### src/rtl/seg7_scan2_pkg.sv
// Shared definitions for the two-digit 7-segment scan driver:
// digit patterns ({g,f,e,d,c,b,a}) and the scan FSM state encoding.
package seg7_scan2_pkg;

    typedef enum logic [1:0] {
        S_BLANK0 = 2'd0,
        S_ON0    = 2'd1,
        S_BLANK1 = 2'd2,
        S_ON1    = 2'd3
    } state_t;

    localparam logic [6:0] SEG_0   = 7'h3F;
    localparam logic [6:0] SEG_1   = 7'h06;
    localparam logic [6:0] SEG_2   = 7'h5B;
    localparam logic [6:0] SEG_3   = 7'h4F;
    localparam logic [6:0] SEG_4   = 7'h66;
    localparam logic [6:0] SEG_5   = 7'h6D;
    localparam logic [6:0] SEG_6   = 7'h7D;
    localparam logic [6:0] SEG_7   = 7'h07;
    localparam logic [6:0] SEG_8   = 7'h7F;
    localparam logic [6:0] SEG_9   = 7'h6F;
    // Non-BCD codes show a lone "-".
    localparam logic [6:0] SEG_BAD = 7'h40;

endpackage

### src/rtl/seg7_dec.sv
// Combinational 4-bit digit to 7-segment pattern decoder,
// reusable by any display block.
module seg7_dec
    import seg7_scan2_pkg::*;
(
    input  logic [3:0] digit,
    output logic [6:0] seg
);

    always_comb begin
        seg = SEG_BAD;
        case (digit)
            4'd0:    seg = SEG_0;
            4'd1:    seg = SEG_1;
            4'd2:    seg = SEG_2;
            4'd3:    seg = SEG_3;
            4'd4:    seg = SEG_4;
            4'd5:    seg = SEG_5;
            4'd6:    seg = SEG_6;
            4'd7:    seg = SEG_7;
            4'd8:    seg = SEG_8;
            4'd9:    seg = SEG_9;
            default: seg = SEG_BAD;
        endcase
    end

endmodule

### src/rtl/seg7_scan2.sv
// Two-digit multiplexed 7-segment driver with blanking gaps and
// once-per-frame capture of the packed BCD input.
module seg7_scan2
    import seg7_scan2_pkg::*;
#(
    parameter int SCAN_DIV  = 1000,
    parameter int BLANK_CYC = 16,
    parameter int LZB       = 1
) (
    input  logic       clk,
    input  logic       reset,
    input  logic [7:0] bcd_in,
    output logic [6:0] seg_out,
    output logic [1:0] dig_sel
);

    localparam logic [15:0] BLANK_LAST = 16'(BLANK_CYC - 1);
    localparam logic [15:0] SLOT_LAST  = 16'(SCAN_DIV - 1);

    state_t      state, state_n;
    logic [15:0] cnt, cnt_n;
    logic [7:0]  disp_reg;
    logic        capture;
    logic [3:0]  digit;
    logic [6:0]  dec_seg;

    always_ff @(posedge clk) begin
        if (reset) begin
            state    <= S_BLANK0;
            cnt      <= 16'd0;
            disp_reg <= 8'h00;
        end else begin
            state <= state_n;
            cnt   <= cnt_n;
            if (capture)
                disp_reg <= bcd_in;
        end
    end

    // cnt runs through the blank part into the lit part of a slot
    // and only clears when the slot ends.
    always_comb begin
        state_n = state;
        cnt_n   = cnt + 16'd1;
        capture = 1'b0;
        case (state)
            S_BLANK0: if (cnt == BLANK_LAST) state_n = S_ON0;
            S_BLANK1: if (cnt == BLANK_LAST) state_n = S_ON1;
            S_ON0: begin
                if (cnt == SLOT_LAST) begin
                    state_n = S_BLANK1;
                    cnt_n   = 16'd0;
                end
            end
            S_ON1: begin
                if (cnt == SLOT_LAST) begin
                    state_n = S_BLANK0;
                    cnt_n   = 16'd0;
                    capture = 1'b1;
                end
            end
            default: state_n = S_BLANK0;
        endcase
    end

    assign digit = (state == S_ON1) ? disp_reg[7:4] : disp_reg[3:0];

    seg7_dec u_dec (
        .digit (digit),
        .seg   (dec_seg)
    );

    always_comb begin
        dig_sel = 2'b00;
        seg_out = 7'h00;
        case (state)
            S_ON0: begin
                dig_sel = 2'b01;
                seg_out = dec_seg;
            end
            S_ON1: begin
                dig_sel = 2'b10;
                if (!((LZB != 0) && (disp_reg[7:4] == 4'd0)))
                    seg_out = dec_seg;
            end
            default: ;
        endcase
    end

endmodule

### config.mk
export PLATFORM = sky130hd
export DESIGN_NAME = seg7_scan2
export DESIGN_NICKNAME = d
export VERILOG_FILES = /design/src/rtl/seg7_scan2_pkg.sv /design/src/rtl/seg7_dec.sv /design/src/rtl/seg7_scan2.sv
export SDC_FILE = /design/constraint.sdc
export NUM_CORES = 1
export LEC_CHECK = 0
export CAP_MARGIN = 40
export CORE_MARGIN = 1
export CORE_UTILIZATION = 60
export CTS_CLUSTER_DIAMETER = 40
export CTS_CLUSTER_SIZE = 16
export DETAILED_ROUTE_END_ITERATION = 16
export DONT_BUFFER_PORTS = 1
export GPL_TIMING_DRIVEN = 0
export PLACE_DENSITY = 0.87
export RECOVER_POWER = 25
export SETUP_SLACK_MARGIN = 0.15
export SLEW_MARGIN = 30
export SYNTH_ARGS = -nofsm -noshare
export SYNTH_HDL_FRONTEND = slang
export SYNTH_SLANG_ARGS = --single-unit
### constraint.sdc
create_clock -name clk -period 5.93 [get_ports clk]
set_clock_uncertainty 0.2 [all_clocks]
set_input_delay 1.186 -clock clk [delete_from_list [all_inputs] [get_ports clk]]
set_output_delay 1.186 -clock clk [all_outputs]
set_load 0.01 [all_outputs]
==> results of run 1 <==
area by class of cell:
class	instances	share of cell area (%)
plain buffers	6	2.22
clock buffers	4	2.38
inverters	7	1.73
multi-input cells	126	57.2
flip-flops and latches	26	34.2
well taps	28	2.30
per-stage QoR:
stage / util (%) / power, mW / cells / worst slack, ns
global placement: 66.4 / 0.250 / 193 / 2.56
finish: 66.9 / 0.338 / 197 / 2.14
detailed placement: 66.4 / 0.254 / 193 / 2.53
floorplan: - / 0.243 / 165 / 2.75
global route: 66.9 / 0.355 / 197 / 1.96
CTS: 68.0 / 0.341 / 197 / 2.14
power groups by stage:
stage / registers, mW / clock network (mW) / logic (mW)
final: 0.184 / 0.0890 / 0.0654
after detailed placement: 0.188 / 0 / 0.0659
after global placement: 0.187 / 0 / 0.0626
after global routing: 0.185 / 0.0989 / 0.0711
after CTS: 0.184 / 0.0904 / 0.0664
after floorplan: 0.187 / 0 / 0.0557
synth_stat cells (2+ instances only):
cell type	instances	area share [%]
dfxtp_1	26	35
nor2_1	17	4.3
a21oi_1	14	4.7
nand3_1	13	4.4
o21ai_0	12	4.1
xor2_1	9	5.3
ha_1	8	6.8
inv_1	6	1.5
nand4_1	6	2.5
nand2_1	5	1.3
mux2i_1	4	2.7
and4_1	3	1.8
buf_4	3	1.5
nand2b_1	3	1.3
or3_1	3	1.3
a2111oi_2	2	2.0
and2_1	2	0.85
and4_2	2	1.4
clkbuf_1	2	0.51
or2_2	2	0.85
xnor2_1	2	1.2
critical path, delay by kind of cell, from the launching register on:
family	cells	cell delay, ns
mux	1	0.51
compound gates	2	0.44
flops	1	0.41
simple gates	1	0.30
fa+ha+maj	1	0.26
buf+inv	1	0.17
cells by family (layout without fill, tap and decap cells):
group / Yosys count / in the layout / synth area share, %
AO/OA/AOI/OAI: 36 / 36 / 16.2
XOR/XNOR: 11 / 11 / 6.53
adder cells (fa/ha/maj): 8 / 8 / 6.78
buffers and inverters: 13 / 17 / 4.58
flip-flops: 26 / 26 / 35.3
multiplexers: 6 / 6 / 4.41
AND/OR/NAND/NOR: 65 / 65 / 26.3
path summary, 6_finish.rpt:
check / startpoint / slack, ns / endpoint
worst min register to register: cnt[0]$_SDFF_PP0_ / 0.28 / cnt[0]$_SDFF_PP0_
worst min-delay path: cnt[0]$_SDFF_PP0_ / 0.28 / cnt[0]$_SDFF_PP0_
worst max register to register: cnt[5]$_SDFF_PP0_ / 3.38 / cnt[7]$_SDFF_PP0_
worst max-delay path: state[1]$_SDFFE_PP0P_ / 2.14 / seg_out[4]
metal layers:
metal | vias up | routed length (um) | part of all wire (%) | global-route usage [%]
met5 | - | 0 | 0 | 0
met4 | 0 | 38 | 1.3 | 8.11
met3 | 7 | 116 | 3.8 | 6.73
met2 | 32 | 1590 | 52 | 50.4
met1 | 598 | 1290 | 42 | 25.2
li1 | 605 | - | - | -
==> impl_metrics.toml, run 1 <==
[worst_setup_path]
slowest_delay_ns = 0.51
path_cells = "ha_1 -> buf_6 -> mux2i_1 -> o21ai_0 -> or2_2 -> a21oi_1"
reg2regPathDepth = 6
crit_required_ns = 4.54
startpoint_type = "flip-flop"
endpoint_kind = "output port"
cpMaxStageDelayCell = "mux2i_1"
cp.arrival_ns = 2.41
worstSetupPathType = "reg2out"
critPathMaxFanout = 8

[logic_synthesis]
synth-seq-cells = 26
synth-main-ff-cell = "dfxtp_1"
synth_edf_count = 0
syn_inst = 165
ys_warn_count = 0
async_flop_share_pct = 0
yosysSeqAreaShare_pct = 35.3
synth_fp_nets = 183
ys_types = 42
netlist_area_mm2 = 0.00148
syn_area_per_cell_um2 = 8.95

[pwr]
p_leak_nw = 0.538
p_per_area_mw_per_mm2 = 222
power_frac_clock_pct = 26.3
switching_share_pct = 29.1
ir_drop_mv = 0.147
power_frac_comb_pct = 19.4
switchingPower_uw = 98.4
seqPwrFrac_pct = 54.3
p_int_uw = 240

[outcome]
status = "finished, final reports clean"

[clocking]
cts_sinks = 26
cts_made_buffers = 3
cts_root_buf = "clkbuf_4"
cts_tree = "built"
cts.repair.resized = 0
post_cts_buffers = 0
cts_hold_buf = 0
clock_path_buffers = 2
clk_pin_slew_worst_paths_ns = 0.14
clkLatencyLatePin_ns = 0.32
htree_levels = 1

[final_layout]
antenna_cells = 0
fillers = 191
multiInputGateArea_um2 = 871
drive_above_1_share_pct = 11.2
largest_reg_flops = 16
final_cell_mix = "26 x dfxtp_1, 17 x nor2_1, 14 x a21oi_1"
fin_nets = 188
final_area_mm2 = 0.00152
syn2layout_area_growth_pct = 3.14
final_common_cell = "dfxtp_1"
regArea_um2 = 520

[placement]
routabilityCongestion = 0.838
dp_hpwl_um = 2260
port_buffers = 0
place_area_mm2 = 0.00151

[detailed_routing]
dr_total_vias = 1242
vias_per_cell = 6.30
wl_per_cell_um = 15.4
first_pass_iters = 4
drt_iter0_drc = 18
antenna_left = 0
post-route-drc-count = 0
postRouteWirelength_um = 3030

[sta]
hold_ws_ns = 0.283
tns_ns = 0
maxSlewViolCount = 0
rsz0062_at_grt = "no"
min_period_ns = 3.79
finalHoldViolations = 0
tightest_slew_ns = 0.552
setup_viol = 0
slew_headroom_pct = 62.1
max_freq_mhz = 264
period_share_pct = 64.0

[die]
row_count = 17
num_io_pins = 19
die_y_um = 51.6
die-area_mm2 = 0.00266
die_w_um = 51.6
start_util_pct = 64.9
core_area_mm2 = 0.00228

[global_routing]
grt_overflow_total = 0
grt_antenna_before_repair = 0
grt_max_degree = 15
grt_pass1_vias = 1250
grtUsageTotal_pct = 25.5
grt_pass1_wl_um = 5090

[hold_path]
min_path_type = "reg2reg"
hold_path_depth = 1

[run]
cap_viol_max_count = 0
No activity file was read; power rests on OpenSTA's default activity.
==> run 2, diff against run 1 <==
--- a/config.mk
+++ b/config.mk
@@ -7,13 +7,13 @@
 export LEC_CHECK = 0
 export CAP_MARGIN = 40
 export CORE_MARGIN = 1
-export CORE_UTILIZATION = 60
+export CORE_UTILIZATION = 56
 export CTS_CLUSTER_DIAMETER = 40
 export CTS_CLUSTER_SIZE = 16
 export DETAILED_ROUTE_END_ITERATION = 16
 export DONT_BUFFER_PORTS = 1
 export GPL_TIMING_DRIVEN = 0
-export PLACE_DENSITY = 0.87
+export PLACE_DENSITY = 0.85
 export RECOVER_POWER = 25
 export SETUP_SLACK_MARGIN = 0.15
 export SLEW_MARGIN = 30
==> constraint.sdc (replaced) <==
create_clock -name clk -period 3.18 [get_ports clk]
set_clock_uncertainty 0.2 [all_clocks]
set_input_delay 0.636 -clock clk [delete_from_list [all_inputs] [get_ports clk]]
set_output_delay 0.636 -clock clk [all_outputs]
set_load 0.01 [all_outputs]
==> impl_metrics.toml, run 2 (synthesized netlist as in run 1, its figures left out) <==
[pwr]
ir_drop_mv = 0.358
p_per_area_mw_per_mm2 = 396
p_leak_nw = 0.564

[worst_setup_path]
crit_family = "adder cells"
startpoint_type = "flip-flop"
cpMaxStageDelayCell = "dfxtp_1"
path_cells = "ha_2 -> buf_6 -> mux2i_4 -> ha_1 -> nand2b_1 -> a21oi_1"
cp.arrival_ns = 2.16
critPathMaxFanout = 7
cp.buffers_inverters = 1
slowest_delay_ns = 0.41
endpoint_kind = "output port"
crit_required_ns = 2.34
worstSetupPathType = "reg2out"

[detailed_routing]
first_pass_iters = 4
post-route-drc-count = 0
drt_iter0_drc = 15
postRouteWirelength_um = 2890
dr.max_layer_used = "met4"
wl_met2_um = 1410
dr_total_vias = 1206
antenna_left = 0
vias_per_cell = 6.03
wl_per_cell_um = 14.4
m1WireLength_um = 1360
wl_met3_um = 84

[global_routing]
grt_pass1_vias = 1132
grtUsageTotal_pct = 21.9
grt_max_degree = 15
grt_antenna_before_repair = 0
grt_pass1_wl_um = 4590
grt_overflow_total = 0

[sta]
min_period_ns = 2.99
tns_ns = 0
period_share_pct = 94.1
hold_ws_ns = 0.246
max_freq_mhz = 334
maxSlewViolCount = 0
worst_slack_ns = 0.188
rsz0062_at_grt = "yes"
finalHoldViolations = 0
tightest_slew_ns = 0.582
slew_headroom_pct = 61.1
setup_viol = 0

[die]
row_count = 18
die-area_mm2 = 0.00285
die_w_um = 53.3
die_y_um = 53.3
core_area_mm2 = 0.00248
start_util_pct = 59.6
num_io_pins = 19

[clocking]
cts_tree = "built"
clkLatencyLatePin_ns = 0.32
htree_levels = 1
cts_sinks = 26
clk_pin_slew_worst_paths_ns = 0.14
cts_made_buffers = 3
cts_hold_buf = 0
cts_root_buf = "clkbuf_4"
clock_path_buffers = 2

[final_layout]
drive_above_1_share_pct = 18.2
largest_reg_flops = 16
final_common_cell = "dfxtp_1"
fillers = 203
postLayoutCoreUtil_pct = 65.6
final_cell_mix = "25 x dfxtp_1, 17 x nor2_1, 13 x nand3_1"
antenna_cells = 0
syn2layout_area_growth_pct = 10.0
fin_nets = 189

[placement]
post-place-ws_ns = 0.346
dp_hpwl_um = 2130
port_buffers = 0
routabilityCongestion = 0.885

[outcome]
status = "finished, final reports clean"

[hold_path]
min_path_type = "in2reg"

[run]
cap_viol_max_count = 0
[run 2: worst paths after layout]
path / depth (start not counted) / endpoint / startpoint / slack [ns]
hold reg to reg: 1 / cnt[0]$_SDFF_PP0_ / cnt[0]$_SDFF_PP0_ / 0.28
setup / recovery: 6 / seg_out[1] / state[1]$_SDFFE_PP0P_ / 0.19
hold / removal: 2 / disp_reg[1]$_SDFFE_PP0P_ / bcd_in[1] / 0.25
setup reg to reg: 6 / cnt[14]$_SDFF_PP0_ / cnt[0]$_SDFF_PP0_ / 0.74
[run 2: worst reg2reg max path, stage by stage (launching register included)]
cell and delay, ns:
dfxtp_1 0.39, ha_1 0.24, and4bb_2 0.27, nand4_1 0.30, o21bai_1 0.60, buf_4 0.28, nor2_1 0.07
[run 2: final cells by class]
type	instances	area (um^2)	area share (%)
Inverter	7	26.3	1.62
Sequential cell	26	522	32.1
Multi-Input combinational cell	126	952	58.6
Buffer	6	42.5	2.62
Timing Repair Buffer	1	7.51	0.462
Clock buffer	4	36.3	2.23
Tap cell	30	37.5	2.31
[run 2: stage by stage]
stage	cell area (um^2)	cells	total power [mW]
finish	1620	200	0.644
global route	1620	200	0.671
CTS	1600	200	0.644
detailed placement	1510	195	0.472
global placement	1510	195	0.467
floorplan	1480	165	0.452
[run 2: power by group]
| group | total [mW] | internal (mW) | switching (mW) |
|---|---|---|---|
| clock | 0.164 | 0.0700 | 0.0943 |
| combinational | 0.135 | 0.0519 | 0.0833 |
| sequential | 0.344 | 0.336 | 0.00827 |
| total | 0.644 | 0.458 | 0.186 |
[run 2: repair_timing]
action,4_1_cts,5_1_grt
pin swaps,2,2
buffers inserted,1,0
hold endpoints to repair,0,0
setup endpoints to repair,7,7
gates resized for setup,8,9
[run 2: per-layer routing]
layer,up-vias,track usage [%]
li1,611,-
met1,571,26.5
met2,20,39.0
met3,4,3.45
met4,0,6.58
met5,-,0
==> run 3, diff against run 2 <==
--- a/config.mk
+++ b/config.mk
@@ -7,16 +7,16 @@
 export LEC_CHECK = 0
 export CAP_MARGIN = 40
 export CORE_MARGIN = 1
-export CORE_UTILIZATION = 56
+export CORE_UTILIZATION = 60
 export CTS_CLUSTER_DIAMETER = 40
 export CTS_CLUSTER_SIZE = 16
 export DETAILED_ROUTE_END_ITERATION = 16
 export DONT_BUFFER_PORTS = 1
 export GPL_TIMING_DRIVEN = 0
-export PLACE_DENSITY = 0.85
+export PLACE_DENSITY = 0.87
 export RECOVER_POWER = 25
 export SETUP_SLACK_MARGIN = 0.15
-export SLEW_MARGIN = 30
+export SLEW_MARGIN = 0
 export SYNTH_ARGS = -nofsm -noshare
 export SYNTH_HDL_FRONTEND = slang
 export SYNTH_SLANG_ARGS = --single-unit
==> constraint.sdc (replaced) <==
create_clock -name clk -period 3.45 [get_ports clk]
set_clock_uncertainty 0.2 [all_clocks]
set_input_delay 0.69 -clock clk [delete_from_list [all_inputs] [get_ports clk]]
set_output_delay 0.69 -clock clk [all_outputs]
set_load 0.01 [all_outputs]
==> impl_metrics.toml, run 3 (synthesized netlist as in run 1, its figures left out) <==
[outcome]
status = "finished, final reports clean"

[final_layout]
final_common_cell = "dfxtp_1"
layoutNonFillerInstCount = 197
final_cell_mix = "26 x dfxtp_1, 17 x nor2_1, 14 x a21oi_1"
fin_nets = 188
largest_reg_flops = 16
fillers = 191
syn2layout_area_growth_pct = 3.64
drive_above_1_share_pct = 12.4
antenna_cells = 0

[sta]
setup_viol = 0
maxSlewViolCount = 0
period_share_pct = 92.4
rsz0062_at_grt = "yes"
slew_headroom_pct = 64.1
finalHoldViolations = 0
tightest_slew_ns = 0.524
max_freq_mhz = 314
tns_ns = 0
min_period_ns = 3.19

[worst_setup_path]
cpMaxStageDelayCell = "dfxtp_1"
startpoint_type = "flip-flop"
critPathMaxFanout = 8
crit_required_ns = 2.56
worstSetupPathType = "reg2out"
rrSetupSlack_ns = 0.91
reg2reg_to = "cnt[7]$_SDFF_PP0_"
reg2reg_from = "cnt[5]$_SDFF_PP0_"
cp.arrival_ns = 2.30
path_cells = "ha_1 -> buf_6 -> mux2i_2 -> o21ai_0 -> or2_2 -> a21oi_1"
slowest_delay_ns = 0.42
reg2regPathDepth = 6
endpoint_kind = "output port"

[clocking]
cts_root_buf = "clkbuf_4"
clkLatencyLatePin_ns = 0.32
htree_levels = 1
clk_pin_slew_worst_paths_ns = 0.14
clock_path_buffers = 2
cts_sinks = 26
cts_made_buffers = 3
post_cts_buffers = 0
cts_tree = "built"

[pwr]
p_leak_nw = 0.539
ir_drop_mv = 0.254
p_per_area_mw_per_mm2 = 380

[global_routing]
grt_overflow_total = 0
grt_pass1_vias = 1250
grtUsageTotal_pct = 25.5
grt_max_degree = 15
grt_pass1_wl_um = 5090
grt_antenna_before_repair = 0

[detailed_routing]
wl_per_cell_um = 15.6
postRouteWirelength_um = 3060
drt_iter0_drc = 24
antenna_left = 0
post-route-drc-count = 0
vias_per_cell = 6.32
dr_total_vias = 1245
first_pass_iters = 4

[hold_path]
min-delay-start = "cnt[0]$_SDFF_PP0_"
min_to = "cnt[0]$_SDFF_PP0_"
min_path_type = "reg2reg"
hold_path_depth = 1

[run]
cap_viol_max_count = 0

[die]
die_w_um = 51.6
row_count = 17
die-area_mm2 = 0.00266
num_io_pins = 19
die_y_um = 51.6
core_area_mm2 = 0.00228
start_util_pct = 64.9

[placement]
port_buffers = 0
routabilityCongestion = 0.838
placed_cells = 193
dp_hpwl_um = 2260
-- run 3: changes by cell type in the layout (fill, tap and decap cells not counted), moves of 2 or more --
cell,change
a21oi_2,-2
mux2i_4,-3
a2111oi_4,-2
clkbuf_1,+3
buf_4,-3
mux2i_2,+3
a2111oi_2,+2
a21oi_1,+2
-- run 3: worst max path at each step --
| stage | startpoint | endpoint | slack, ns | cells past startpoint |
|---|---|---|---|---|
| global route | state[1]$_SDFFE_PP0P_ | seg_out[3] | 0.13 | 7 |
| detailed placement | state[1]$_SDFFE_PP0P_ | seg_out[4] | 0.55 | 6 |
| CTS | state[1]$_SDFFE_PP0P_ | seg_out[4] | 0.16 | 6 |
| global placement | state[1]$_SDFFE_PP0P_ | seg_out[4] | 0.58 | 6 |
| floorplan | state[1]$_SDFFE_PP0P_ | seg_out[4] | 0.76 | 6 |
| finish | state[1]$_SDFFE_PP0P_ | seg_out[4] | 0.26 | 6 |
-- run 3: metal layers --
layer | vias up | share of wire [%] | track usage [%]
li1 | 604 | - | -
met1 | 598 | 43 | 25.2
met5 | - | 0 | 0
met4 | 0 | 1.2 | 8.11
met3 | 7 | 3.4 | 6.73
met2 | 36 | 52 | 50.4
-- run 3: worst max-delay path: cells and delay by family, from the launching register on --
family / cells / cell delay (ns)
adder cells (fa/ha/maj): 1 / 0.27
buffers and inverters: 1 / 0.17
multiplexers: 1 / 0.41
AND/OR/NAND/NOR: 1 / 0.29
flip-flops: 1 / 0.42
AO/OA/AOI/OAI: 2 / 0.42
-- run 3: metrics by stage --
stage                     hold WS (ns)  area [um^2]  power (mW)  utilization, %  setup slack [ns]
after floorplan                  0.226         1480       0.417               -             0.765
after global placement           0.239         1510       0.430            66.4             0.580
after detailed placement         0.264         1510       0.436            66.4             0.546
after CTS                        0.289         1550       0.586            68.0             0.156
after global routing             0.281         1530       0.610            67.2             0.129
final                            0.283         1530       0.582            67.2             0.263
-- run 3: report_power, final --
part	internal [mW]	switching [mW]	total (mW)
clock	0.0646	0.0884	0.153
combinational	0.0388	0.0740	0.113
sequential	0.309	0.00721	0.316
total	0.412	0.170	0.582
-- run 3: what timing repair did --
action                                  CTS  global route
endpoints found under the hold margin     0             0
hold buffers                              0             0
endpoints found under the setup margin    0             6
gates resized for setup                   0             2
-- run 3: cell type report --
type                       count  area (um^2)  share of cell area, %
inverter                       7         26.3                   1.72
multi-input combinational    126          878                   57.4
sequential                    26          520                   34.0
tap                           28         35.0                   2.29
buffer                         6         33.8                   2.21
clock buffer                   4         36.3                   2.37
